### config.mk
export PLATFORM = sky130hd
export DESIGN_NAME = ps2_key_decoder
export DESIGN_NICKNAME = d
export VERILOG_FILES = /design/src/rtl/ps2_pkg.sv /design/src/rtl/scancode_to_ascii.sv /design/src/rtl/ps2_key_decoder.sv
export SDC_FILE = /design/constraint.sdc
export NUM_CORES = 1
export LEC_CHECK = 0
export CAP_MARGIN = 20
export CORE_AREA = 2 2 163 133
export DETAILED_ROUTE_END_ITERATION = 16
export DIE_AREA = 0 0 165 135
export SLEW_MARGIN = 20
export SYNTH_ARGS = -nofsm -noshare
export SYNTH_HDL_FRONTEND = slang
export SYNTH_SLANG_ARGS = --single-unit
### constraint.sdc
create_clock -name clk -period 4.7 [get_ports clk]
set_input_delay 0.705 -clock clk [delete_from_list [all_inputs] [get_ports clk]]
set_output_delay 0.705 -clock clk [all_outputs]
set_load 0.02 [all_outputs]
### src/rtl/ps2_pkg.sv
// ps2_pkg: shared scancode, parser-state and ASCII constants for the PS/2 key decoder
package ps2_pkg;
    localparam logic [7:0] SC_BREAK  = 8'hF0;
    localparam logic [7:0] SC_EXT    = 8'hE0;
    localparam logic [7:0] SC_PAUSE  = 8'hE1;
    localparam logic [7:0] SC_LSHIFT = 8'h12;
    localparam logic [7:0] SC_RSHIFT = 8'h59;
    localparam logic [7:0] SC_CAPS   = 8'h58;
    localparam logic [1:0] S_IDLE      = 2'd0;
    localparam logic [1:0] S_BREAK     = 2'd1;
    localparam logic [1:0] S_EXT       = 2'd2;
    localparam logic [1:0] S_EXT_BREAK = 2'd3;
    localparam logic [7:0] ASCII_CR = 8'h0D;
    localparam logic [7:0] ASCII_BS = 8'h08;
    localparam logic [7:0] ASCII_SP = 8'h20;
    function automatic logic is_ctrl(input logic [7:0] b);
        return b inside {SC_BREAK, SC_EXT, SC_PAUSE, SC_LSHIFT, SC_RSHIFT, SC_CAPS};
    endfunction
endpackage

### src/rtl/scancode_to_ascii.sv
// scancode_to_ascii: combinational set-2 scancode to ASCII table, 00 for unmapped codes
module scancode_to_ascii
    import ps2_pkg::*;
(
    input  logic [7:0] i_code,
    input  logic       i_shift,
    input  logic       i_caps,
    output logic [7:0] o_ascii
);
    logic [15:0] w_pair;
    logic        w_letter;
    // Each entry is {unshifted, shifted}
    always_comb begin
        w_pair = 16'h0000;
        case (i_code)
            8'h1C: w_pair = {8'h61, 8'h41};
            8'h32: w_pair = {8'h62, 8'h42};
            8'h21: w_pair = {8'h63, 8'h43};
            8'h23: w_pair = {8'h64, 8'h44};
            8'h24: w_pair = {8'h65, 8'h45};
            8'h2B: w_pair = {8'h66, 8'h46};
            8'h34: w_pair = {8'h67, 8'h47};
            8'h33: w_pair = {8'h68, 8'h48};
            8'h43: w_pair = {8'h69, 8'h49};
            8'h3B: w_pair = {8'h6A, 8'h4A};
            8'h42: w_pair = {8'h6B, 8'h4B};
            8'h4B: w_pair = {8'h6C, 8'h4C};
            8'h3A: w_pair = {8'h6D, 8'h4D};
            8'h31: w_pair = {8'h6E, 8'h4E};
            8'h44: w_pair = {8'h6F, 8'h4F};
            8'h4D: w_pair = {8'h70, 8'h50};
            8'h15: w_pair = {8'h71, 8'h51};
            8'h2D: w_pair = {8'h72, 8'h52};
            8'h1B: w_pair = {8'h73, 8'h53};
            8'h2C: w_pair = {8'h74, 8'h54};
            8'h3C: w_pair = {8'h75, 8'h55};
            8'h2A: w_pair = {8'h76, 8'h56};
            8'h1D: w_pair = {8'h77, 8'h57};
            8'h22: w_pair = {8'h78, 8'h58};
            8'h35: w_pair = {8'h79, 8'h59};
            8'h1A: w_pair = {8'h7A, 8'h5A};
            8'h16: w_pair = {8'h31, 8'h21};
            8'h1E: w_pair = {8'h32, 8'h40};
            8'h26: w_pair = {8'h33, 8'h23};
            8'h25: w_pair = {8'h34, 8'h24};
            8'h2E: w_pair = {8'h35, 8'h25};
            8'h36: w_pair = {8'h36, 8'h5E};
            8'h3D: w_pair = {8'h37, 8'h26};
            8'h3E: w_pair = {8'h38, 8'h2A};
            8'h46: w_pair = {8'h39, 8'h28};
            8'h45: w_pair = {8'h30, 8'h29};
            8'h0E: w_pair = {8'h60, 8'h7E};
            8'h4E: w_pair = {8'h2D, 8'h5F};
            8'h55: w_pair = {8'h3D, 8'h2B};
            8'h54: w_pair = {8'h5B, 8'h7B};
            8'h5B: w_pair = {8'h5D, 8'h7D};
            8'h5D: w_pair = {8'h5C, 8'h7C};
            8'h4C: w_pair = {8'h3B, 8'h3A};
            8'h52: w_pair = {8'h27, 8'h22};
            8'h41: w_pair = {8'h2C, 8'h3C};
            8'h49: w_pair = {8'h2E, 8'h3E};
            8'h4A: w_pair = {8'h2F, 8'h3F};
            8'h29: w_pair = {ASCII_SP, ASCII_SP};
            8'h5A: w_pair = {ASCII_CR, ASCII_CR};
            8'h66: w_pair = {ASCII_BS, ASCII_BS};
            default: w_pair = 16'h0000;
        endcase
    end
    assign w_letter = (w_pair[15:8] >= 8'h61) && (w_pair[15:8] <= 8'h7A);
    assign o_ascii  = (w_letter ? (i_shift ^ i_caps) : i_shift) ? w_pair[7:0] : w_pair[15:8];
endmodule

### src/rtl/ps2_key_decoder.sv
// ps2_key_decoder: PS/2 set-2 prefix parser with shift/caps tracking feeding an ASCII FIFO
module ps2_key_decoder
    import ps2_pkg::*;
#(
    parameter int FIFO_DEPTH = 8,
    parameter int FIFO_AW    = 3
) (
    input  logic               clk,
    input  logic               reset,
    input  logic [7:0]         rx_data,
    input  logic               rx_strobe,
    input  logic               rx_err,
    output logic [7:0]         char_data,
    output logic               char_valid,
    input  logic               char_ready,
    output logic               shift_active,
    output logic               caps_active,
    output logic               overflow,
    output logic [FIFO_AW:0]   fifo_count
);
    localparam logic [FIFO_AW:0] DEPTH_C = (FIFO_AW + 1)'(FIFO_DEPTH);
    logic [1:0]         r_state;
    logic [7:0]         r_byte;
    logic               r_make;
    logic               r_lshift;
    logic               r_rshift;
    logic               r_caps;
    logic [7:0]         r_mem [FIFO_DEPTH];
    logic [FIFO_AW-1:0] r_wr;
    logic [FIFO_AW-1:0] r_rd;
    logic [FIFO_AW:0]   r_count;
    logic               w_accept;
    logic [7:0]         w_ascii;
    logic               w_push;
    logic               w_pop;
    logic               w_full;
    logic               w_write;
    assign w_accept = rx_strobe & ~rx_err;
    always_ff @(posedge clk or negedge reset) begin
        if (!reset) begin
            r_state  <= S_IDLE;
            r_byte   <= 8'h00;
            r_make   <= 1'b0;
            r_lshift <= 1'b0;
            r_rshift <= 1'b0;
            r_caps   <= 1'b0;
        end else begin
            r_make <= 1'b0;
            if (rx_strobe && rx_err) begin
                r_state <= S_IDLE;
            end else if (w_accept) begin
                case (r_state)
                    S_IDLE: begin
                        r_state <= (rx_data == SC_BREAK) ? S_BREAK : (rx_data == SC_EXT) ? S_EXT : S_IDLE;
                        r_byte  <= rx_data;
                        r_make  <= !is_ctrl(rx_data);
                        if (rx_data == SC_LSHIFT) r_lshift <= 1'b1;
                        if (rx_data == SC_RSHIFT) r_rshift <= 1'b1;
                        if (rx_data == SC_CAPS) r_caps <= ~r_caps;
                    end
                    S_BREAK: begin
                        r_state <= S_IDLE;
                        if (rx_data == SC_LSHIFT) r_lshift <= 1'b0;
                        if (rx_data == SC_RSHIFT) r_rshift <= 1'b0;
                    end
                    S_EXT: r_state <= (rx_data == SC_BREAK) ? S_EXT_BREAK : S_IDLE;
                    default: r_state <= S_IDLE;
                endcase
            end
        end
    end
    // Translation uses the shift/caps state already updated by earlier bytes
    scancode_to_ascii u_xlat (
        .i_code  (r_byte),
        .i_shift (shift_active),
        .i_caps  (r_caps),
        .o_ascii (w_ascii)
    );
    assign w_push  = r_make && (w_ascii != 8'h00);
    assign w_pop   = char_valid & char_ready;
    assign w_full  = (r_count == DEPTH_C);
    assign w_write = w_push && (!w_full || w_pop);
    always_ff @(posedge clk) begin
        if (w_write) r_mem[r_wr] <= w_ascii;
    end
    always_ff @(posedge clk or negedge reset) begin
        if (!reset) begin
            r_wr    <= '0;
            r_rd    <= '0;
            r_count <= '0;
        end else begin
            if (w_write) r_wr <= r_wr + 1'b1;
            if (w_pop) r_rd <= r_rd + 1'b1;
            r_count <= r_count + (FIFO_AW + 1)'(w_write) - (FIFO_AW + 1)'(w_pop);
        end
    end
    assign char_valid   = (r_count != '0);
    assign char_data    = char_valid ? r_mem[r_rd] : 8'h00;
    assign shift_active = r_lshift | r_rshift;
    assign caps_active  = r_caps;
    assign overflow     = w_push & w_full & ~w_pop;
    assign fifo_count   = r_count;
endmodule

Word level (Yosys, flattened, before mapping)
Memories as Yosys holds them, arrays and structs flattened.
Cells that the tools add are included.
{"block": "word_totals", "reg_bits": 24, "ramBits": 64, "mem_bits_ro": 1792, "input_bits": 13, "output_inout_bits": 16, "word_cells": 78, "n_memories": 2}
{"block": "op_classes", "addsub": 4, "magnitude_cmp": 2, "eq_ne": 13, "muxes": 21, "bitwise_logic": 10, "n_reduce_logical": 17}
{"name": "(no name shown)", "words": 128, "word_bits": 14, "rd": 1, "rd_clocked_by_memory_dff": 0, "wr": 0, "line_no": "scancode_to_ascii.sv:15", "source": "case (i_code)"}
{"name": "r_mem", "words": 8, "word_bits": 8, "rd": 1, "rd_clocked_by_memory_dff": 0, "wr": 1, "line_no": "ps2_key_decoder.sv:28", "source": "logic [7:0] r_mem [FIFO_DEPTH];"}
{"cell": "$eq A8 B8 Y1 const B", "count": 3}
{"cell": "$eq A8 B7 Y1 const B", "count": 2}
{"cell": "$mux W16", "count": 1}
{"cell": "$mux W8", "count": 2}
{"cell": "$mux W1", "count": 10}
{"cell": "$mux W2", "count": 5}
{"cell": "$reduce_and A5 Y1", "count": 2}
{"cell": "$eq A8 B5 Y1 const B", "count": 1}
{"cell": "$ge A8 B7 Y1 const B", "count": 1}
{"cell": "$le A8 B7 Y1 const B", "count": 1}
{"cell": "$ne A2 B2 Y1 const B", "count": 4}
{"cell": "$reduce_bool A8 Y1", "count": 1}
{"cell": "$add A3 B1 Y3 const B", "count": 2}
{"cell": "$reduce_bool A6 Y1", "count": 1}
{"cell": "$add A4 B1 Y4", "count": 1}
{"cell": "$and A1 B1 Y1", "count": 4}
{"cell": "$eq A4 B4 Y1 const B", "count": 1}
{"cell": "$logic_and A1 B1 Y1", "count": 4}
{"cell": "$not A1 Y1", "count": 4}
{"cell": "$pmux W1 S2", "count": 2}
{"cell": "$pmux W2 S2", "count": 1}
{"cell": "$reduce_and A4 Y1", "count": 1}
{"cell": "$reduce_bool A2 Y1", "count": 2}
{"cell": "$reduce_bool A4 Y1", "count": 1}
{"cell": "other kinds (9)", "count": 10}

Longest topological paths before layout
An unclocked memory read counts as a cell.
{"block": "depth", "word_depth": 11, "mapped_depth": 16}

Cells and area by module
From an unflattened synthesis, not the netlist that was laid out.
{"block": "hier_totals", "cells_unflattened": 480, "hier_area_um2": 5460.2}
{"module": "ps2_key_decoder", "n_inst": 1, "cells_each": 205, "area_each_um2": 3709.8, "seq_area_each_um2": 2522.4}
{"module": "scancode_to_ascii", "n_inst": 1, "cells_each": 275, "area_each_um2": 1750.4, "seq_area_each_um2": 0.0}

Worst setup path after synthesis
OpenSTA, ideal clock, no wires.
{"block": "synth_path", "path_type": "register -> register", "start": "register r_byte[0]", "end": "register r_count[1], in the netlist fifo_count[1]", "t_arrival_ns": 3.861, "required_ns": 4.636, "setup_slack_ns": 0.775, "path_stages_with_launch": 16, "n_path_buf": 1, "period_less_slack_ns": 3.925, "cell_sequence": "dfrtp_1 -> inv_1 -> ha_1 -> buf_2 -> mux4_2 -> a221oi_2 -> o21ai_2 -> nor4_4 -> a21boi_2 -> o32ai_2 -> o31ai_2 -> mux2_1 -> ha_1 -> inv_1 -> fa_1 -> inv_1"}
{"block": "synth_via", "elab_chain_cells": 11, "elab_cells_between_ends": 12, "cone_classes": "add/sub: 2; order compare: 2; mux: 3; reduce/logical: 4; memory: 1"}
{"item": "start: declaration", "line_no": "ps2_key_decoder.sv:23", "source": "logic [7:0] r_byte;"}
{"item": "start signal: assignment", "line_no": "ps2_key_decoder.sv:55", "source": "r_byte <= rx_data;"}
{"item": "$mem_v2 Z128 W14 (*)"}
{"item": "$mux W16 (*)", "line_no": "scancode_to_ascii.sv:15"}
{"item": "$ge A8 B7 Y1 or $le A8 B7 Y1 (tied branches)", "line_no": "scancode_to_ascii.sv:69", "source": "assign w_letter = (w_pair[15:8] >= 8'h61) && (w_pair[15:8] <= 8'h7A);"}
{"item": "$logic_and A1 B1 Y1", "line_no": "scancode_to_ascii.sv:69"}
{"item": "$mux W1", "line_no": "scancode_to_ascii.sv:70", "source": "assign o_ascii = (w_letter ? (i_shift ^ i_caps) : i_shift) ? w_pair[7:0] : w_pair[15:8];"}
{"item": "$mux W8 (*)", "line_no": "scancode_to_ascii.sv:70"}
{"item": "$reduce_bool A8 Y1 (*)", "line_no": "ps2_key_decoder.sv:79", "source": "assign w_push = r_make && (w_ascii != 8'h00);"}
{"item": "$logic_and A1 B1 Y1 (*)", "line_no": "ps2_key_decoder.sv:79"}
{"item": "$logic_and A1 B1 Y1 (*)", "line_no": "ps2_key_decoder.sv:82", "source": "assign w_write = w_push && (!w_full || w_pop);"}
{"item": "$add A4 B1 Y4 (*)", "line_no": "ps2_key_decoder.sv:94", "source": "r_count <= r_count + (FIFO_AW + 1)'(w_write) - (FIFO_AW + 1)'(w_pop);"}
{"item": "$sub A4 B1 Y4 (*)", "line_no": "ps2_key_decoder.sv:94"}
{"item": "end signal: assignment", "line_no": "ps2_key_decoder.sv:94"}
{"item": "end: declaration", "line_no": "ps2_key_decoder.sv:31", "source": "logic [FIFO_AW:0] r_count;"}
Mark *: on every way between the ends. The rest lies on a longest branch, timed or not.
A chain may end at the register's enable or synchronous reset.

Final worst setup path
{"block": "layout_path", "start": "register r_byte[0]", "end": "output port overflow"}
{"block": "layout_via", "elab_chain_cells": 10, "elab_cells_between_ends": 11, "cone_classes": "order compare: 2; mux: 3; bitwise: 2; reduce/logical: 3; memory: 1"}
{"item": "$mem_v2 Z128 W14 (*)"}
{"item": "$mux W16 (*)", "line_no": "scancode_to_ascii.sv:15"}
{"item": "$ge A8 B7 Y1 or $le A8 B7 Y1 (tied branches)", "line_no": "scancode_to_ascii.sv:69"}
{"item": "$logic_and A1 B1 Y1", "line_no": "scancode_to_ascii.sv:69"}
{"item": "$mux W1", "line_no": "scancode_to_ascii.sv:70"}
{"item": "$mux W8 (*)", "line_no": "scancode_to_ascii.sv:70"}
{"item": "$reduce_bool A8 Y1 (*)", "line_no": "ps2_key_decoder.sv:79"}
{"item": "$logic_and A1 B1 Y1 (*)", "line_no": "ps2_key_decoder.sv:79"}
{"item": "$and A1 B1 Y1 (*) (2 in a row)", "line_no": "ps2_key_decoder.sv:101", "source": "assign overflow = w_push & w_full & ~w_pop;"}
{"item": "end: declaration", "line_no": "ps2_key_decoder.sv:18", "source": "output logic overflow,"}
Marks and branches as above.

==> flow_metrics.env <==
export IMPL_status="finished, final reports clean"
export IMPL_worst_pin_slew_ps=780
export IMPL_die_y_microns=135
export IMPL_min_path_type="flop to flop"
export IMPL_slew_viol_final=0
export IMPL_peakVddDrop_uv=182
export IMPL_critPathKind="flop to output pin"
export IMPL_endpoint_kind="output pin"
export IMPL_holdWs_ps=497
export IMPL_synth_top_area_cell="edfxtp_1"
export IMPL_ios=29
export IMPL_clk_pin_slew_ps=70
export IMPL_start_kind="flop"
export IMPL_power_density_nw_per_um2=493
export IMPL_tritoncts_num_buffers=9
export IMPL_grt_max_degree=25
export IMPL_rsz0062_at_grt="no"
export IMPL_synth_edf_count=56
export IMPL_setup_violations=0
export IMPL_fin_nets=541
export IMPL_crit_arrival_ps=3660
export IMPL_async_flop_share=0.300
export IMPL_synthCells=465
export IMPL_ys_seq_area_frac=0.449
export IMPL_cts_buffer_depth=2
export IMPL_routabilityCongestion=1.04
export IMPL_fin_util=0.304
export IMPL_tritoncts="built"
export IMPL_netlist_top_cells_count="edfxtp_1, nor2_1, nand2_1, dfrtp_1, o21ai_0"
export IMPL_synth_area_leaders="edfxtp_1, dfrtp_1, mux4_2"
export IMPL_fin_crit_sh=0.928
export IMPL_maxCapViolations=0
export IMPL_period_minus_slack_ps=4360
export IMPL_drt_wl_total_microns=14700
export IMPL_grt_util_all_layers=0.136
export IMPL_first_pass_iters=5
export IMPL_slew_headroom=0.480
export IMPL_wl_per_cell_microns=18.8
export IMPL_yosysWarnings=0
export IMPL_placed_area_sq_um=5820
export IMPL_synth_flop_cell="edfxtp_1"
export IMPL_fp_coreArea_sq_um=20500
export IMPL_drc=0
export IMPL_dieArea_sq_um=22300
export IMPL_dr_total_vias=4156
export IMPL_portBuffers=27
export IMPL_fp_dieW_microns=165
export IMPL_placed_cells=767
export IMPL_startpoint="r_byte[0]"
export IMPL_h_tree_depth=3
export IMPL_grt_pass1_wl_microns=23200
export IMPL_p_leak_uw=0.00230
export IMPL_cts_root_buf="clkbuf_16"
export IMPL_ys_types=83
export IMPL_vias_per_cell=5.29
export IMPL_ant_nets=0
export IMPL_drive_gt1_frac=0.209
export IMPL_regToRegStartpoint="r_byte[0]"
export IMPL_tns_ps=0
export IMPL_fmax_mhz=229
export IMPL_row_count=47
export IMPL_fin_cells=786
export IMPL_grt_ovfl_total=0
export IMPL_start_util=0.248
export IMPL_cp_max_fo=10
export IMPL_yosysTopAreaCellShare=0.331
export IMPL_drt_iter0_drc=525
export IMPL_clock_latency_ps=330
export IMPL_n_antenna_cell=0
export IMPL_syn_nets=494
export IMPL_stdcell_area_sq_um=6230
export IMPL_synth_most_common_cell="edfxtp_1"
export IMPL_synth_seq_cells=80
export IMPL_hold_buffers=0
export IMPL_antenna_found_initial=0
export IMPL_crit_required_ps=3990
export IMPL_syn_area_sq_um=5080
export IMPL_hold_viol_final=0
export IMPL_numClockSinks=80
export IMPL_area_growth_pct=22.7
export IMPL_avgSynthCellArea_sq_um=10.9
export IMPL_hold_start="r_rshift"
export IMPL_fin_skew_ps=12.8
export IMPL_grt_pass1_vias=4165
export IMPL_fill_cells=2080
export IMPL_dp_hpwl_microns=10800
==> stage by stage <==
step                      total power [uW]  setup slack, ps
after CTS                             3090            0.388
after floorplan                       1840              775
final                                 3080              339
after detailed placement              2320             74.5
after global placement                2300              221
after global routing                  3250              120
==> final timing paths <==
path                                 end  slack (ps)  cells after the start
max                             overflow         340                     11
min                             r_rshift         500                      2
max reg2reg                fifo_count[1]         370                     15
min reg2reg                     r_rshift         500                      2
max in group asynchronous        r_rd[0]        3650                      2
min in group asynchronous      r_byte[6]         740                      2
==> layout make-up <==
cell class | instances | area (sq um) | share of cell area
clock buffer | 9 | 225 | 0.0361
multi-input combinational | 343 | 2680 | 0.429
tap | 269 | 337 | 0.0540
inverter | 15 | 60.1 | 0.00963
clock inverter | 7 | 95.1 | 0.0153
timing repair buffer | 63 | 556 | 0.0891
sequential | 80 | 2280 | 0.367
==> power by group <==
part,internal [uW],total (uW),switching (uW),leakage [uW]
clock,466,736,271,0.000157
sequential,876,1040,161,0.000812
combinational,613,1300,689,0.00133
==> routing by layer <==
layer / part of all wire / global-route usage / up-vias
li1: - / - / 1885
met1: 0.45 / 0.191 / 2035
met2: 0.44 / 0.207 / 205
met3: 0.094 / 0.0326 / 31
met4: 0.023 / 0.0415 / 0
met5: 0 / 0 / -
==> layout by cell type (no fill, tap or decap), types with 12 or more instances in the layout <==
cell / Yosys / layout
a21oi_1: 21 / 21
buf_4: 6 / 35
clkdlybuf4s50_1: 0 / 26
nand2_1: 35 / 35
inv_1: 13 / 12
edfxtp_1: 56 / 56
nor2_1: 36 / 36
nand3_1: 14 / 14
nand2b_1: 12 / 12
mux2i_1: 15 / 15
dfrtp_1: 24 / 22
o21ai_0: 23 / 23
nor2b_1: 15 / 14
mux4_2: 15 / 15
ha_1: 15 / 12
==> sequential cells by signal, summed over array words and instances (netlist names) <==
name         cells
caps_active      1
fifo_count       4
r_byte           8
r_lshift         1
r_make           1
r_mem           56
r_rd             3
r_rshift         1
r_state          2
r_wr             3
==> repair_timing <==
| action | CTS | global route |
|---|---|---|
| setup endpoints to repair | 1 | 1 |
| pin swaps | 2 | 2 |
| resized for setup | 11 | 3 |
| setup buffers | 3 | 0 |
==> kinds of logic (layout without fill, tap and decap cells) <==
| kind of cell | count (synthesis) | after routing | share of synthesized area |
|---|---|---|---|
| compound gates | 121 | 121 | 0.174 |
| xor+xnor | 8 | 8 | 0.0153 |
| fa+ha+maj | 16 | 16 | 0.0409 |
| buf+inv | 42 | 94 | 0.0374 |
| flops | 80 | 80 | 0.449 |
| mux | 41 | 41 | 0.120 |
| other cells | 1 | 1 | 0.000738 |
| simple gates | 156 | 156 | 0.162 |
==> critical path, stage by stage, from the launching register on <==
cell and delay (ps):
dfrtp_2 470, clkinvlp_4 210, ha_4 240, mux4_2 510
a221oi_4 350, o21ai_2 140, nor4_4 340, a21boi_2 260
o32ai_2 130, o31ai_2 370, nor2_1 80, dlymetal6s2s_1 220
Power figures use the tool's default switching activity.
